<file path="src/rtl/lighting_actuator.sv">
// lighting_actuator: steps lamp enables and shade position toward a latched
// target, one lamp bit and one shade level per step, every STEP_CYCLES clocks.
// Optional build macro: LIGHTING_ACTUATOR_RETARGET_EN (accept new targets mid-ramp).
module lighting_actuator #(
  parameter int STEP_CYCLES = 4
) (
  input  logic        clk,
  input  logic        rst_n,
  input  logic        load,
  input  logic [15:0] lightstate_in,
  input  logic [3:0]  wshade_in,
  output logic        ready,
  output logic        busy,
  output logic        done,
  output logic [15:0] lamp_out,
  output logic [3:0]  shade_pos,
  output logic        shade_up,
  output logic        shade_dn
);
  localparam int CW = (STEP_CYCLES > 1) ? $clog2(STEP_CYCLES) : 1;
  localparam logic [CW-1:0] RELOAD = CW'(STEP_CYCLES - 1);

  typedef enum logic {IDLE, RAMP} state_t;

  state_t        state, state_nx;
  logic [15:0]   tgt, tgt_nx, lamp_nx;
  logic [3:0]    shd, shd_nx, shade_nx;
  logic [CW-1:0] cnt, cnt_nx;
  logic          done_nx, up_nx, dn_nx;
  // no-change load: done is deferred one edge after acceptance
  logic          pend, pend_nx;

  logic [15:0]   off_vec, on_vec, step_lamp;
  logic [3:0]    step_shade;

  // one step toward target: lowest pending turn-off first, else lowest turn-on
  always_comb begin
    off_vec    = lamp_out & ~tgt;
    on_vec     = ~lamp_out & tgt;
    step_lamp  = (off_vec != '0) ? (lamp_out & ~(off_vec & (~off_vec + 16'd1)))
                                 : (lamp_out | (on_vec & (~on_vec + 16'd1)));
    step_shade = shade_pos;
    if (shade_pos < shd)      step_shade = shade_pos + 4'd1;
    else if (shade_pos > shd) step_shade = shade_pos - 4'd1;
  end

  assign busy = (state == RAMP);
`ifdef LIGHTING_ACTUATOR_RETARGET_EN
  assign ready = 1'b1;
`else
  assign ready = !busy;
`endif

  // next-state and next-output logic
  always_comb begin
    state_nx = state;
    tgt_nx   = tgt;
    shd_nx   = shd;
    cnt_nx   = cnt;
    lamp_nx  = lamp_out;
    shade_nx = shade_pos;
    done_nx  = 1'b0;
    up_nx    = 1'b0;
    dn_nx    = 1'b0;
    pend_nx  = 1'b0;
    case (state)
      IDLE: begin
        done_nx = pend;
        if (load) begin
          tgt_nx = lightstate_in;
          shd_nx = wshade_in;
          if (lightstate_in == lamp_out && wshade_in == shade_pos) begin
            pend_nx = 1'b1;
          end else begin
            cnt_nx   = RELOAD;
            state_nx = RAMP;
          end
        end
      end
      RAMP: begin
        if (cnt != '0) begin
          cnt_nx = cnt - CW'(1);
        end else begin
          lamp_nx  = step_lamp;
          shade_nx = step_shade;
          up_nx    = (shade_pos < shd);
          dn_nx    = (shade_pos > shd);
          cnt_nx   = RELOAD;
          if (step_lamp == tgt && step_shade == shd) begin
            state_nx = IDLE;
            done_nx  = 1'b1;
          end
        end
`ifdef LIGHTING_ACTUATOR_RETARGET_EN
        // a step on this edge still uses the old targets; new ones take over after
        if (load) begin
          tgt_nx = lightstate_in;
          shd_nx = wshade_in;
          done_nx = 1'b0;
          if (lightstate_in == lamp_nx && wshade_in == shade_nx) begin
            state_nx = IDLE;
            pend_nx  = 1'b1;
          end else begin
            state_nx = RAMP;
          end
        end
`endif
      end
      default: state_nx = IDLE;
    endcase
  end

  // state and output registers, synchronous active-low reset
  always_ff @(posedge clk) begin
    if (!rst_n) begin
      state     <= IDLE;
      tgt       <= '0;
      shd       <= '0;
      cnt       <= '0;
      lamp_out  <= '0;
      shade_pos <= '0;
      done      <= 1'b0;
      shade_up  <= 1'b0;
      shade_dn  <= 1'b0;
      pend      <= 1'b0;
    end else begin
      state     <= state_nx;
      tgt       <= tgt_nx;
      shd       <= shd_nx;
      cnt       <= cnt_nx;
      lamp_out  <= lamp_nx;
      shade_pos <= shade_nx;
      done      <= done_nx;
      shade_up  <= up_nx;
      shade_dn  <= dn_nx;
      pend      <= pend_nx;
    end
  end
endmodule

</file>
<file path="config.mk">
export PLATFORM = sky130hd
export DESIGN_NAME = lighting_actuator
export DESIGN_NICKNAME = d
export VERILOG_FILES = /design/src/rtl/lighting_actuator.sv
export SDC_FILE = /design/constraint.sdc
export NUM_CORES = 1
export LEC_CHECK = 0
export ABC_AREA = 1
export BUFFER_PORTS_ARGS = -buffer_cell sky130_fd_sc_hd__buf_2
export CAP_MARGIN = 20
export CORE_MARGIN = 3
export CORE_UTILIZATION = 60
export CTS_CLUSTER_DIAMETER = 150
export DETAILED_ROUTE_END_ITERATION = 8
export PLACE_DENSITY = 0.8
export SYNTH_ARGS = -nofsm -noshare
export SYNTH_HDL_FRONTEND = slang
export SYNTH_SLANG_ARGS = --single-unit
</file>
<file path="constraint.sdc">
create_clock -name clk -period 5.7 [get_ports clk]
set_clock_uncertainty 0.2 [all_clocks]
set_input_delay 0.285 -clock clk [delete_from_list [all_inputs] [get_ports clk]]
set_output_delay 0.285 -clock clk [all_outputs]
set_load 0.01 [all_outputs]
</file>
After elaboration in Yosys (flattened, before gate mapping). Index checks and enable logic that the tools add are counted.

Equal/unequal tests: 6. Magnitude comparators: 2. Bitwise operators: 15. Add/sub/neg operators: 5. Multiplexer cells: 16. Reduce and logical (&&, ||, !) cells: 10.

Operator list (number): bitwise AND 16 bit (5); NOT 16 bit (5); adder 16 x 1 -> 16 bit (second input constant) (2); == test 16 bit (2); 2-to-1 mux 16 bit (1); bitwise OR 16 bit (1); nonzero test 16 bit (1); == test 4 bit (2); 2-to-1 mux 4 bit (2); 2-to-1 mux 1 bit (7); 2-to-1 mux 2 bit (3); AND reduction 2 bit (3); OR reduction 3 bit (2); adder 4 x 1 -> 4 bit (second input constant) (1); > comparator 4 bit (1); less-than comparator 4 bit (1); != test 2 bit (second input constant) (2); NOT 1 bit (4); one-hot mux 1 bit (2 select lines) (2); one-hot mux 2 bit (2 select lines) (1); subtractor 4 x 1 -> 4 bit (second input constant) (1); logical AND 1 bit (2); nonzero test 2 bit (1); subtractor 2 x 1 -> 2 bit (second input constant) (1); logical NOT 1 bit (1).

Output and inout port bits: 25. Input bits: 23. Register bits after elaboration: 47. Logic and storage cells: 64.

Longest topological paths before layout. Gate-level depths: netlist of run 1.

Word-level depth: 13. Gate-level depth with buffers: 18. Depth with buffers taken out: 18.

Worst setup path before layout of run 1. No wires, ideal clock.

Path type: register -> register. From: register shade_pos[1]. To: register state (netlist: busy). Cell stages (with the launch flop): 17. Library setup time: 0.114 ns. Path buffers: 1. Arrival: 1.967 ns. Setup slack: 3.419 ns. Cells stage by stage: dfxtp_1 -> ha_1 -> inv_1 -> nor2_1 -> o21bai_1 -> nand2_1 -> buf_2 -> nand4_1 -> o21ai_0 -> nand2_1 -> nand2_1 -> nand2_1 -> nand3_1 -> nor2_1 -> nand3_2 -> nand3_1 -> nand2_1.

Word-level cells in the longest chain between the ends: 8. Elaborated cells on any way between the ends: 15.

RTL lines: start, declared (RTL line 16) `output logic [3:0] shade_pos,`; start signal, assigned (RTL line 132) `shade_pos <= shade_nx;`; subtractor 4 x 1 -> 4 bit or > comparator 4 bit (tied branches) (RTL line 44) `else if (shade_pos > shd) step_shade = shade_pos - 4'd1;`; 2-to-1 mux 4 bit (RTL line 44); 2-to-1 mux 4 bit (RTL line 43) `if (shade_pos < shd) step_shade = shade_pos + 4'd1;`; == test 4 bit (RTL line 89) `if (step_lamp == tgt && step_shade == shd) begin`; logical AND 1 bit (RTL line 89); 2-to-1 mux 1 bit (RTL line 89); 2-to-1 mux 1 bit (RTL line 81) `if (cnt != '0) begin`; one-hot mux 1 bit (2 select lines) * (RTL line 66) `case (state)`; end signal, assigned (RTL line 127) `state <= state_nx;`; end, declared (RTL line 25) `state_t state, state_nx;`.

Mark *: on every way between the ends. The rest lies on a longest branch, timed or not. A chain may end at the register's enable or synchronous reset.

Worst setup path after layout of run 1. Ends and elaborated chain as after synthesis.

==> results of run 1 <==
## power by group through the flow
stage	combinational (W)	clock, W	sequential [W]
6_report	0.000431	0.000223	0.000395
5_1_grt	0.000487	0.000234	0.000400
4_1_cts	0.000425	0.000224	0.000394
3_5_place_dp	0.000421	0	0.000402
3_3_place_gp	0.000414	0	0.000400
2_1_floorplan	0.000316	0	0.000401
## routing by layer
layer / routed length [µm] / vias to the layer above
met3: 724 / 22
li1: - / 1837
met5: 0 / -
met1: 4335 / 1595
met4: 199 / 0
met2: 3911 / 161
## worst reg2reg max path, cell delays in order, from the launching register on
cell and delay, ps:
sky130_fd_sc_hd__dfxtp_1 510, sky130_fd_sc_hd__ha_1 300, sky130_fd_sc_hd__inv_1 60, sky130_fd_sc_hd__nor2_1 30, sky130_fd_sc_hd__o21bai_1 220, sky130_fd_sc_hd__nand2_1 270, sky130_fd_sc_hd__nand3_1 170, sky130_fd_sc_hd__nand3_1 80
sky130_fd_sc_hd__nand2_1 110, sky130_fd_sc_hd__nand2_1 70, sky130_fd_sc_hd__nor2_1 110, sky130_fd_sc_hd__nand2_1 70, sky130_fd_sc_hd__nor2_2 130, sky130_fd_sc_hd__nand3_2 100, sky130_fd_sc_hd__nand3_1 80, sky130_fd_sc_hd__nand2_1 50
## synthesized netlist by cell type, types with 3 or more instances
library cell and number:
sky130_fd_sc_hd__o21ai_0 55, sky130_fd_sc_hd__dfxtp_1 47, sky130_fd_sc_hd__ha_1 7, sky130_fd_sc_hd__nor2_2 3, sky130_fd_sc_hd__xnor2_1 7, sky130_fd_sc_hd__nor2_1 29, sky130_fd_sc_hd__inv_1 79, sky130_fd_sc_hd__nor2_4 4
sky130_fd_sc_hd__nor3_1 10, sky130_fd_sc_hd__o211ai_1 4, sky130_fd_sc_hd__a21oi_1 43, sky130_fd_sc_hd__nand2_2 15, sky130_fd_sc_hd__xor2_1 5, sky130_fd_sc_hd__or2_2 7, sky130_fd_sc_hd__clkbuf_1 10, sky130_fd_sc_hd__inv_2 10
sky130_fd_sc_hd__nand4_1 10, sky130_fd_sc_hd__nand2_1 151, sky130_fd_sc_hd__nand3_1 37
## cells by family after synthesis
| group | synth area share [%] |
|---|---|
| compound gates | 16.62 |
| xor+xnor | 3.159 |
| fa+ha+maj | 2.632 |
| buf+inv | 11.88 |
| flops | 28.28 |
| simple gates | 37.42 |
## sequential cells by signal (all words and copies together) (netlist names)
name / count
shade_up: 1
shade_pos: 4
lamp_out: 16
shade_dn: 1
shd: 4
busy: 1
pend: 1
done: 1
tgt: 16
cnt: 2
## placed cells by master (no fill, tap or decap), drive strengths merged
| cell | instances |
|---|---|
| nand4 | 10 |
| o21bai | 1 |
| clkinvlp | 1 |
| or2 | 7 |
| o21ai | 57 |
| ha | 7 |
| o211ai | 4 |
| clkbuf | 6 |
| a21oi | 44 |
| nor3 | 10 |
| nor2 | 36 |
| buf | 48 |
| xnor2 | 7 |
| nand3 | 39 |
| a31oi | 1 |
| nand3b | 2 |
| xor2 | 5 |
| nand2 | 168 |
| inv | 89 |
| clkinv | 1 |
| nor4 | 2 |
| dfxtp | 47 |
## cell type report
cell class	instances	area, µm²	area share (%)
Tap cell	70	87.58	2.370
Clock buffer	6	82.58	2.235
Sequential cell	47	940.9	25.47
Inverter	89	334.1	9.042
Timing Repair Buffer	48	242.7	6.570
Multi-Input combinational cell	400	1991	53.88
Clock inverter	2	16.27	0.4402
## through the flow
| step | cell area [µm²] | utilization, % | setup WS, ps | cells | total power [W] |
|---|---|---|---|---|---|
| after floorplan | 3327 | - | 3419 | 550 | 0.0007171 |
| after CTS | 3695 | 70.54 | 3090 | 662 | 0.001043 |
| after global placement | 3596 | 68.66 | 3130 | 654 | 0.0008145 |
| after global routing | 3695 | 70.54 | 2718 | 662 | 0.001121 |
| after detailed placement | 3596 | 68.66 | 3090 | 654 | 0.0008222 |
| final | 3695 | 70.54 | 3046 | 662 | 0.001049 |
## worst max path at each step
stage	from	slack (ps)	to	cells after the start
global route	shade_pos[0]	2720	busy	16
CTS	shade_pos[0]	3090	busy	16
global placement	shade_pos[1]	3130	done	14
detailed placement	shade_pos[1]	3090	busy	15
finish	shade_pos[1]	3050	busy	15
floorplan	shade_pos[1]	3420	busy	16
==> reports/qor.log, run 1 <==
[run_status] status finished clean
[detailed_routing] post-route ant nets 0
[floorplanning] ports placed on the boundary 48
[yosys] post-synth top area share 28.28%
[worst_setup_path] stage delay of the slowest cell on the critical path 510 ps
[worst_setup_path] element type at the critical path end register
[yosys] register area share after synthesis 28.28%
[placement] half-perimeter wire length after detailed placement 6930 µm
[worst_hold_path] worst hold path startpoint lightstate_in[7]
[layout] Area growth syn-to-layout 11.06%
[worst_setup_path] CP startpoint kind register
[placement] quantity of I/O buffers inserted on ports 47
[sta] endpoints failing hold 0
[detailed_routing] number of design rule violations left after detail routing 0
[yosys] Mapped Area 3327 µm²
[layout] ant diodes 0
[pwr] switch share 42.80%
[pwr] Max rail drop VDD 187.7 µV
[worst_setup_path] startpoint of the worst-slack reg-to-reg timing path shade_pos[1]
[yosys] number of library cell types mapped by synthesis 30
[worst_setup_path] cell family with most CP delay simple AND/OR/NAND/NOR gates
[worst_setup_path] internal reg-to-reg setup slack 3050 ps
[cts] number of H-tree levels 2
[detailed_routing] WL/cell 13.85 µm
[pwr] ratio of total power to cell area 284.0 nW/µm²
[worst_setup_path] list of cells traversed by the critical path ha_1, inv_1, nor2_1, o21bai_1, nand2_1, nand3_1, nand3_1, nand2_1, nand2_1, nor2_1, nand2_1, nor2_2, nand3_2, nand3_1, nand2_1
[global_route] layer with the highest usage met2
[pwr] sequential share of power 37.7%
[floorplanning] Chip Height 80.47 µm
[worst_setup_path] worst-path maximum fanout 11
[cts] number of gates resized after CTS 0
[layout] nets 621
[global_route] Global Route met3 Usage 4.372%
[sta] maximum clock frequency 0.3768 GHz
[worst_setup_path] Crit Path Category register to register
[sta] slew at the pin closest to its max-slew limit 717.0 ps
[pwr] Pint 0.0006001 W
[pwr] Leakage 1.986 nW
[worst_hold_path] WHS Endpoint tgt[7]
[worst_setup_path] capturing point of the worst reg2reg path busy
[cts] CTS hold repair buffers 0
[detailed_routing] number of vias per cell 5.461
[sta] Period Utilization, post-route 46.56%
[cts] maximum buffer depth of the clock tree 2
[pwr] Clk network pwr share 21.2%
[yosys] ranking of synthesized cells by area sky130_fd_sc_hd__dfxtp_1, sky130_fd_sc_hd__nand2_1, sky130_fd_sc_hd__inv_1
[worst_hold_path] Hold/Removal Path Class primary input to register
[floorplanning] core area 5238 µm²
[cts] clock-pin transition on the worst setup and hold timing paths 100 ps
[global_route] routing usage on met1 42.79%
[worst_setup_path] Worst path slowest cell sky130_fd_sc_hd__dfxtp_1
[cts] number of clock sinks 47
[run] total of max-cap violations 0
[global_route] antenna violations before repair 0
[global_route] global router's overall resource usage 29.69%
[floorplanning] die span in x 80.47 µm
[detailed_routing] first drt pass iteration count 7
[worst_setup_path] arrival time worst endpoint 2670 ps
[layout] total of fill cells in the finished design 493
[yosys] Post-synth EDFFs 0
[cts] cell at the root of the clock tree sky130_fd_sc_hd__clkbuf_8
[pwr] sw power 0.0004490 W
[cts] clock tree from TritonCTS done
[detailed_routing] first-iteration detailed-routing DRC count 318
[worst_setup_path] cell count of the worst reg-to-reg path 15
[worst_setup_path] CP Data Required Time 5710 ps
[cts] Post-CTS Setup Inserts 0
[yosys] Post-Synthesis Mean Instance Area 6.049 µm²
[sta] final critical-path required period 2654 ps
[sta] unrepaired setup endpoints after global routing no
[global_route] vias in the first global route 3253
[global_route] largest net degree at the start of global routing 42
[yosys] Synth Warn # 0
[global_route] grt ovf 0
[yosys] Post-synth top flop sky130_fd_sc_hd__dfxtp_1
[worst_hold_path] hold path cells 3
[floorplanning] full die area 6475 µm²
[worst_setup_path] Critical Path Most Common Cell sky130_fd_sc_hd__nand2_1
[pwr] part of the total power dissipated in combinational logic 41.1%
[detailed_routing] via count of the routed design 3615
[global_route] met2 demand-to-capacity share in global routing 44.62%
[sta] Sum Neg Setup Slack 0 ps
[yosys] async set or reset register ratio after synthesis 0%
[sta] worst max-slew margin expressed relative to the limit 52.09%
[detailed_routing] wirelength, routed 9171 µm
[worst_setup_path] CP Buf/Inv Count 1
[yosys] number of synthesized register bits 47
[yosys] number of cells produced by synthesis 550
[cts] insertion delay to the later sink of the worst-skew pair 320 ps
[sta] tightest hold margin 63.22 ps
[floorplanning] number of standard-cell rows in the floorplan 26
[cts] number of buffers created by CTS 5
[placement] routability-driven placement congestion ratio 0.9910
[layout] fraction of final layout cells sized beyond drive strength 1 16.89%
[floorplanning] initial cell density of the core 63.52%
[sta] count of pins over their slew limit 0
[sta] Final Setup Violations 0
[yosys] Synth area leader sky130_fd_sc_hd__dfxtp_1
[global_route] global-route wire length before repair 15110 µm
[yosys] nets in the synthesized netlist 580
Power figures use the tool's default switching activity.
==> inputs of run 2 (changes only) <==
--- a/config.mk
+++ b/config.mk
@@ -9,10 +9,10 @@
 export BUFFER_PORTS_ARGS = -buffer_cell sky130_fd_sc_hd__buf_2
 export CAP_MARGIN = 20
 export CORE_MARGIN = 3
-export CORE_UTILIZATION = 60
+export CORE_UTILIZATION = 52
 export CTS_CLUSTER_DIAMETER = 150
 export DETAILED_ROUTE_END_ITERATION = 8
-export PLACE_DENSITY = 0.8
+export PLACE_DENSITY = 0.73
 export SYNTH_ARGS = -nofsm -noshare
 export SYNTH_HDL_FRONTEND = slang
 export SYNTH_SLANG_ARGS = --single-unit
==> constraint.sdc (replaced) <==
create_clock -name clk -period 2.44 [get_ports clk]
set_clock_uncertainty 0.2 [all_clocks]
set_input_delay 0.122 -clock clk [delete_from_list [all_inputs] [get_ports clk]]
set_output_delay 0.122 -clock clk [all_outputs]
set_load 0.01 [all_outputs]
==> run 2 against run 1 <==
Total power grew to 2.6 times the previous value. Sequential share of layout area decreased by 2.2 points. Design area rose by 13%. Die area grew 14%. Clock power grew to 2.5 times the previous value. Flip-flop and latch count stayed put. Routed wire length increased by 7.8%. Register-to-register slack worse by 2900 ps. Highest routed layer unchanged.
==> reports/qor.log, run 2 (same netlist as run 1, synthesis figures left out) <==
[run_status] status finished clean
[pwr] Leakage 2.192 nW
[sta] final critical-path required period 2304 ps
[floorplanning] number of standard-cell rows in the floorplan 28
[worst_setup_path] element type at the critical path end register
[detailed_routing] number of design rule violations left after detail routing 0
[detailed_routing] first drt pass iteration count 5
[worst_setup_path] worst-path maximum fanout 5
[layout] final standard cell count with taps included and fillers excluded 706
[sta] slew at the pin closest to its max-slew limit 673.7 ps
[pwr] Design Power 0.002718 W
[detailed_routing] number of vias per cell 5.418
[cts] number of clock sinks 47
[floorplanning] full die area 7393 µm²
[placement] instance area after placement 3700 µm²
[floorplanning] initial cell density of the core 54.89%
[floorplanning] Chip Height 85.99 µm
[worst_setup_path] Crit Path Category register to register
[global_route] largest net degree at the start of global routing 42
[pwr] ratio of total power to cell area 649.2 nW/µm²
[global_route] vias in the first global route 3437
[detailed_routing] first-iteration detailed-routing DRC count 220
[floorplanning] die span in x 85.99 µm
[sta] endpoints failing hold 0
[layout] final instance area 4187 µm²
[layout] commonest cells after routing, fill and taps aside sky130_fd_sc_hd__nand2_1, sky130_fd_sc_hd__inv_1, sky130_fd_sc_hd__o21ai_0
[worst_setup_path] CP Data Required Time 2440 ps
[cts] insertion delay to the later sink of the worst-skew pair 300 ps
[cts] number of H-tree levels 2
[detailed_routing] WL/cell 14.01 µm
[worst_hold_path] Hold/Removal Path Class primary input to register
[global_route] antenna violations before repair 0
[cts] maximum buffer depth of the clock tree 2
[sta] worst max-slew margin expressed relative to the limit 55.04%
[cts] clock-pin transition on the worst setup and hold timing paths 90 ps
[layout] Area growth syn-to-layout 25.84%
[detailed_routing] wirelength, routed 9888 µm
[global_route] global router's overall resource usage 26.57%
[worst_setup_path] CP startpoint kind register
[placement] post-placement setup slack -24.43 ps
[cts] number of buffers created by CTS 5
[sta] Period Utilization, post-route 94.41%
[detailed_routing] via count of the routed design 3825
[layout] fraction of final layout cells sized beyond drive strength 1 25.52%
[floorplanning] ports placed on the boundary 48
[global_route] global-route wire length before repair 15740 µm
[layout] most common cell after layout, fill and taps aside sky130_fd_sc_hd__nand2_1
[global_route] grt ovf 0
[placement] count of placed standard cells including taps 672
[sta] Final Setup Violations 0
[cts] clock tree from TritonCTS done
[floorplanning] core area 6061 µm²
[sta] final worst slack 136.4 ps
[layout] Top Registers lamp_out x16, tgt x16
[placement] routability-driven placement congestion ratio 0.9772
[cts] cell at the root of the clock tree sky130_fd_sc_hd__clkbuf_8
[pwr] Max rail drop VDD 477.5 µV
[worst_setup_path] arrival time worst endpoint 2310 ps
[placement] half-perimeter wire length after detailed placement 7191 µm
[run] total of max-cap violations 0
[placement] quantity of I/O buffers inserted on ports 47
[layout] ant diodes 0
[sta] maximum clock frequency 0.4341 GHz
[sta] count of pins over their slew limit 0
[detailed_routing] post-route ant nets 0
[layout] nets 661
[sta] Sum Neg Setup Slack 0 ps
## run 2: changes by cell type in the layout (fill, tap and decap cells not counted), sizes merged
cell         delta
dlygate4sd3    +21
buf            +18
bufinv          +1
clkinv          -1
clkinvlp        -1
nand2           +1
## run 2: area by class of cell
type	count	area, µm²
Clock buffer	6	72.57
Clock inverter	1	30.03
Fill cell	566	1874
Inverter	89	334.1
Multi-Input combinational cell	401	2092
Sequential cell	47	972.2
Tap cell	75	93.84
Timing Repair Buffer	87	591.8
## run 2: timing repair
action | CTS | global route
hold endpoints to repair | 23 | 0
pin swaps | 0 | 12
resized for setup | 1 | 49
buffers inserted | 0 | 5
hold buffers | 21 | 0
endpoints found under the setup margin | 1 | 2
gates cloned | 0 | 1
## run 2: final timing paths
kind | start | end | slack [ps] | depth (start not counted)
max | shd[3] | busy | 140 | 15
min | rst_n | tgt[1] | 150 | 4
max reg2reg | shd[3] | busy | 140 | 15
min reg2reg | shd[2] | shd[2] | 290 | 2
## run 2: per-layer routing
layer	GRT usage (%)	vias to the layer above	part of all wire, %
met5	0	-	0
met4	7.338	0	1.2
met3	4.131	13	7.3
met2	45.34	146	47
met1	34.62	1750	45
li1	-	1916	-
## run 2: critical path: stages, from the launching register on
cell and delay (ps):
sky130_fd_sc_hd__dfxtp_2 340, sky130_fd_sc_hd__inv_1 80, sky130_fd_sc_hd__ha_4 290, sky130_fd_sc_hd__nand2_1 70, sky130_fd_sc_hd__o21bai_2 220, sky130_fd_sc_hd__nand2_2 140
sky130_fd_sc_hd__buf_4 130, sky130_fd_sc_hd__nand3_1 90, sky130_fd_sc_hd__nand3_2 90, sky130_fd_sc_hd__nand2_1 50, sky130_fd_sc_hd__nand2_1 60, sky130_fd_sc_hd__nand4_1 100
sky130_fd_sc_hd__nor2_2 140, sky130_fd_sc_hd__nand3_2 100, sky130_fd_sc_hd__nand3_1 70, sky130_fd_sc_hd__nand2_1 50
## run 2: stage by stage
step | util, % | hold WS [ps]
finish | 69.08 | 145.2
floorplan | - | 60.31
detailed placement | 61.04 | 234.2
global route | 69.08 | 170.6
global placement | 61.04 | 225.2
CTS | 66.25 | 143.2
## run 2: power by group
part / internal, W / leakage (nW) / switching [W]
Combinational: 0.000475 / 1.75 / 0.000754
Clock: 0.000301 / 0.0513 / 0.000265
Sequential: 0.000845 / 0.396 / 0.0000774
Total: 0.00162 / 2.19 / 0.00110
